===== config.mk =====
export PLATFORM = sky130hd
export DESIGN_NAME = mem_port_arbiter
export DESIGN_NICKNAME = d
export VERILOG_FILES = /design/src/rtl/mem_port_arbiter_pkg.sv /design/src/rtl/mem_port_arbiter.sv
export SDC_FILE = /design/constraint.sdc
export NUM_CORES = 1
export LEC_CHECK = 0
export ABC_CLOCK_PERIOD_IN_PS = 1660
export CAP_MARGIN = 10
export CORE_AREA = 5 5 74 76
export DETAILED_ROUTE_END_ITERATION = 10
export DIE_AREA = 0 0 79 81
export PLACE_DENSITY = 0.78
export SLEW_MARGIN = 20
export SYNTH_ARGS = -nofsm -noshare
export SYNTH_HDL_FRONTEND = slang
export SYNTH_SLANG_ARGS = --single-unit

===== constraint.sdc =====
create_clock -name clk -period 1.66 [get_ports clk]
set_input_delay 0.332 -clock clk [delete_from_list [all_inputs] [get_ports clk]]
set_output_delay 0.332 -clock clk [all_outputs]
set_load 0.005 [all_outputs]

===== src/rtl/mem_port_arbiter_pkg.sv =====
// Shared encodings for the memory port arbiter: FSM states and grant owner.
package mem_port_arbiter_pkg;

  typedef enum logic [1:0] {
    IDLE  = 2'd0,
    ISSUE = 2'd1,
    DONE  = 2'd2
  } state_t;

  typedef enum logic {
    GNT_IF = 1'b0,
    GNT_D  = 1'b1
  } gnt_t;

endpackage


===== src/rtl/mem_port_arbiter.sv =====
// Arbitrates an instruction-fetch port and a data port onto one single-port RAM.
// Each access takes IDLE -> ISSUE -> DONE; the ack pulses in DONE.
// Build option: define ARB_ROUND_ROBIN_EN for round-robin contention handling;
// otherwise the data port always wins contention.
module mem_port_arbiter
  import mem_port_arbiter_pkg::*;
#(
  parameter int unsigned AW = 8,
  parameter int unsigned DW = 16
) (
  input  logic          clk,
  input  logic          rst,
  input  logic          if_req,
  input  logic [AW-1:0] if_addr,
  output logic          if_ack,
  output logic [DW-1:0] if_rdata,
  input  logic          d_req,
  input  logic          d_we,
  input  logic [AW-1:0] d_addr,
  input  logic [DW-1:0] d_wdata,
  output logic          d_ack,
  output logic [DW-1:0] d_rdata,
  output logic          mem_en,
  output logic          mem_we,
  output logic [AW-1:0] mem_addr,
  output logic [DW-1:0] mem_wdata,
  input  logic [DW-1:0] mem_rdata,
  output logic          busy
);

  state_t state;
  gnt_t   grant;
  gnt_t   win;

`ifdef ARB_ROUND_ROBIN_EN
  gnt_t   last_gnt;
`endif

  // RAM read data is presented to both ports; only the acked port consumes it.
  assign if_rdata = mem_rdata;
  assign d_rdata  = mem_rdata;

  // Select the winning requester from the current requests.
  always_comb begin
    win = GNT_IF;
`ifdef ARB_ROUND_ROBIN_EN
    if (if_req && d_req) begin
      win = (last_gnt == GNT_IF) ? GNT_D : GNT_IF;
    end else if (d_req) begin
      win = GNT_D;
    end
`else
    if (d_req) begin
      win = GNT_D;
    end
`endif
  end

  // Access sequencer with registered RAM controls, acks and busy.
  always_ff @(posedge clk or posedge rst) begin
    if (rst) begin
      state     <= IDLE;
      grant     <= GNT_IF;
      mem_en    <= 1'b0;
      mem_we    <= 1'b0;
      mem_addr  <= '0;
      mem_wdata <= '0;
      if_ack    <= 1'b0;
      d_ack     <= 1'b0;
      busy      <= 1'b0;
`ifdef ARB_ROUND_ROBIN_EN
      last_gnt  <= GNT_D;
`endif
    end else begin
      if_ack <= 1'b0;
      d_ack  <= 1'b0;
      mem_en <= 1'b0;
      mem_we <= 1'b0;
      case (state)
        IDLE: begin
          if (if_req || d_req) begin
            state  <= ISSUE;
            busy   <= 1'b1;
            mem_en <= 1'b1;
            grant  <= win;
`ifdef ARB_ROUND_ROBIN_EN
            last_gnt <= win;
`endif
            if (win == GNT_D) begin
              mem_addr <= d_addr;
              mem_we   <= d_we;
              if (d_we) begin
                mem_wdata <= d_wdata;
              end
            end else begin
              mem_addr <= if_addr;
            end
          end
        end
        ISSUE: begin
          state  <= DONE;
          if_ack <= (grant == GNT_IF);
          d_ack  <= (grant == GNT_D);
        end
        DONE: begin
          state <= IDLE;
          busy  <= 1'b0;
        end
        default: begin
          state <= IDLE;
          busy  <= 1'b0;
        end
      endcase
    end
  end

endmodule


[Word level (Yosys, flattened, before mapping)]
Index checks and enable logic that the tools add are counted.
Word-level totals
  register bits: 32
Operators by class
  equal/unequal tests: 2
  mux-type cells: 13
  bitwise gates (word level): 2
  reduce and logical (&&, ||, !) cells: 5
Operator list (number)
  1-bit two-way mux: 9
  8-bit two-way mux: 1
  2-bit case mux with 2 select lines: 1
  2-bit AND reduction: 2
  4-bit AND reduction: 1
  2-bit by 1-bit equality test with 1-bit output, second input constant: 1
  2-bit zero test: 1
  2-bit two-way mux: 1
  2-bit inequality test, second input constant: 1
  1-bit NOT: 2
  1-bit case mux with 2 select lines: 1
  1-bit logical OR: 1

[Depth between registers and ports, before layout]
  word-level depth: 4
  gate-level depth with buffers: 5
  mapped depth without buffers: 3

[Worst setup path before layout]
OpenSTA, ideal clock, no wires.
  path type: reg-to-reg
  start: register state[1]
  end: register mem_wdata[0]
  library setup time: 125 ps
  arrival time: 1283 ps
  required time: 1535 ps
  slack: 252 ps
  cell stages (with the launch flop): 6
  path buffers: 2
  cell sequence: dfrtp_1 nor2_2 and3_4 buf_8 buf_12 mux2_4
On the way
  cells in the longest elaborated chain, start to end: 2
RTL lines
  start, declared: line mem_port_arbiter.sv:31  | state_t state;
  start signal, assigned: line mem_port_arbiter.sv:62  | state <= IDLE;
  start signal, assigned: line mem_port_arbiter.sv:82  | state <= ISSUE;
  start signal, assigned: line mem_port_arbiter.sv:101  | state <= DONE;
  2-bit zero test: line mem_port_arbiter.sv:79  | case (state)
  4-bit AND reduction (no line)
  end signal, assigned: line mem_port_arbiter.sv:93  | mem_wdata <= d_wdata;
  end, declared: line mem_port_arbiter.sv:26  | output logic [DW-1:0] mem_wdata,
Every way passes these cells.
A chain may end at the register's enable or synchronous reset.

[Final worst setup path]
  start: input port d_req
  end: register mem_addr[7]
On the way
  cells in the longest elaborated chain, start to end: 2
RTL lines
  start, declared: line mem_port_arbiter.sv:17  | input logic d_req,
  1-bit two-way mux / 1-bit logical OR (equally long branches): line mem_port_arbiter.sv:53, mem_port_arbiter.sv:81
  8-bit two-way mux / 2-bit AND reduction (equally long branches)
  end signal, assigned: line mem_port_arbiter.sv:90  | mem_addr <= d_addr;
  end signal, assigned: line mem_port_arbiter.sv:96  | mem_addr <= if_addr;
  end, declared: line mem_port_arbiter.sv:25  | output logic [AW-1:0] mem_addr,
Parallel ways exist; a longest one is shown, timed or not.

==> results.toml <==
[cells_and_area]
n_antenna_cell = 0
final_layout_size_suffix_gt1_share_pct = 31.8
fin_nets = 207
final_cell_mix = "clkdlybuf4s50_1, dfrtp_1, mux2_2"
final_common_cell = "clkdlybuf4s50_1"
synthToLayoutAreaGrowth_pct = 38.1

[sta]
fin_skew_ns = 0.00348
post-route-min-period_ns = 1.54
hold_viol = 0
slew_viol_final = 0
max_freq_mhz = 649
rsz0062_at_grt = "false"
final-setup-viol-count = 0
hold-worst-slack_ns = 0.451
worstMarginPinSlew_ns = 0.404
min_period_over_period_pct = 92.8
slew_headroom_pct = 73.1

[floorplanning]
die_h_microns = 81
io_pins = 114
die_w_microns = 79
num_rows = 25
core_area_sq_um = 4660
die-area_sq_um = 6400
start_util_pct = 33.6

[yosys]
syn_area_per_cell_sq_um = 14.0
synth_cells = 112
syn-num-nets = 165
yosys_warnings = 0
netlist-cell-type-count = 17
syn_area_sq_um = 1570
ys_ff_latch = 32
yosysSeqAreaShare_pct = 51.2

[grt]
grt_max_degree = 33
gr-total-overflow = 0
grt_pass1_vias = 1082
grt_usage_pct = 10.7
grt_pass1_wl_microns = 5130
antenna_found_initial = 0

[clock_tree]
clk_latency_ns = 0.27
h-tree-depth = 2
cts.sinks = 32
root_buffer = "clkbuf_8"
clk_pin_slew_ns = 0.06
postCtsResizedCells = 0
clock_path_buffers = 2
post_cts_buffers = 0
cts-hold-fix-buffers = 0
cts_tree = "yes"
cts_inserted_buffers = 5

[routing]
m1WireLength_microns = 1220
first_pass_iters = 4
drc = 0
dr.max_layer_used = "met4"
wl_met3_microns = 441
met2_length_microns = 1500
via_count = 936
viasPerCell = 4.50
drtIter0Drc = 6
final_antenna_net_count = 0
drt_wl_total_microns = 3200
wl_per_cell_microns = 15.4

[power]
leakage_nw = 0.914
fin_total_pwr_w = 0.00357
powerDensity_nw_per_um2 = 1650
peakVddDrop_mv = 0.616

[worst_setup_path]
r2r-start = "state[1]"
end_kind = "flip-flop"
startpoint_type = "input port"
worstRegToRegCells = 3
cp_max_fo = 8
cp_data_required_time_ns = 1.82
rrSetupSlack_ns = 0.13
critPathArrivalTime_ns = 1.70
r2r-end = "mem_addr[7]"
path_class = "input port to flip-flop"

[flow_run]
cap_violations = 0

[outcome]
status = "complete, no violations"

[placed_design]
hpwlAfterDp_microns = 2480
gp_congestion = 0.665
io_buffers = 65

[worst_hold_path]
hp-class = "input port to async pin"
registers in the layout, indices dropped and copies added, names as in the netlist:
| name | cells |
|---|---|
| busy | 1 |
| d_ack | 1 |
| grant | 1 |
| if_ack | 1 |
| mem_addr | 8 |
| mem_en | 1 |
| mem_wdata | 16 |
| mem_we | 1 |
| state | 2 |
stage by stage:
step           utilization (%)  setup slack (ns)  TNS, ns  area [sq um]  instances
2_1_floorplan                -             0.252        0          1570        112
3_3_place_gp              44.3            -0.113    -1.64          2070        201
3_5_place_dp              44.3            -0.160    -2.19          2070        201
4_1_cts                   46.4             0.131        0          2160        208
5_1_grt                   46.4            0.0506        0          2160        208
6_report                  46.4             0.120        0          2160        208
per-layer routing:
layer,track usage (%),vias to the layer above
met4,5.50,0
met5,0,-
met2,17.3,72
met1,11.1,431
met3,5.88,10
li1,-,423
how the worst max path moves through the flow:
stage,from,endpoint
detailed placement,d_req,mem_addr[5]
global placement,d_req,mem_addr[2]
finish,d_req,mem_addr[7]
floorplan,state[1],mem_wdata[0]
CTS,state[1],mem_addr[7]
global route,state[1],mem_addr[4]
report_power, final:
part / leakage (nW) / switching (W) / internal [W]
clock: 0.0503 / 0.000261 / 0.000369
combinational: 0.482 / 0.000441 / 0.00113
sequential: 0.382 / 0.000201 / 0.00116
kinds of logic (layout without fill, tap and decap cells):
| group | after synthesis | count (layout) | synth area share [%] |
|---|---|---|---|
| buf+inv | 38 | 80 | 18.9 |
| mux | 32 | 32 | 25.2 |
| flops | 32 | 32 | 51.2 |
| simple gates | 6 | 6 | 2.72 |
| compound gates | 4 | 4 | 2.08 |
worst max-delay path: stages:
cell and delay [ns]:
clkdlybuf4s50_1 0.55, buf_4 0.20, mux2_2 0.34, mux2_2 0.27
final cells by class:
type,instances,area (sq um)
clock buffers,7,96.3
fillers,393,2500
inverters,2,7.51
multi-input cells,42,469
flip-flops and latches,32,801
well taps,54,67.6
repair buffers,71,721
synthesized netlist by cell type (all sizes together):
cell type	n	area [sq um]
and2b	1	8.76
and3	1	11.3
nor2b	1	6.26
dfrtp	32	801
a22o	1	10.0
buf	36	288
a21o	1	7.51
mux2	32	394
o21a	2	15.0
and2	1	6.26
inv	2	7.51
nand2	1	3.75
nor2	1	6.26
Note: power is estimated with default switching activity, not from simulation.
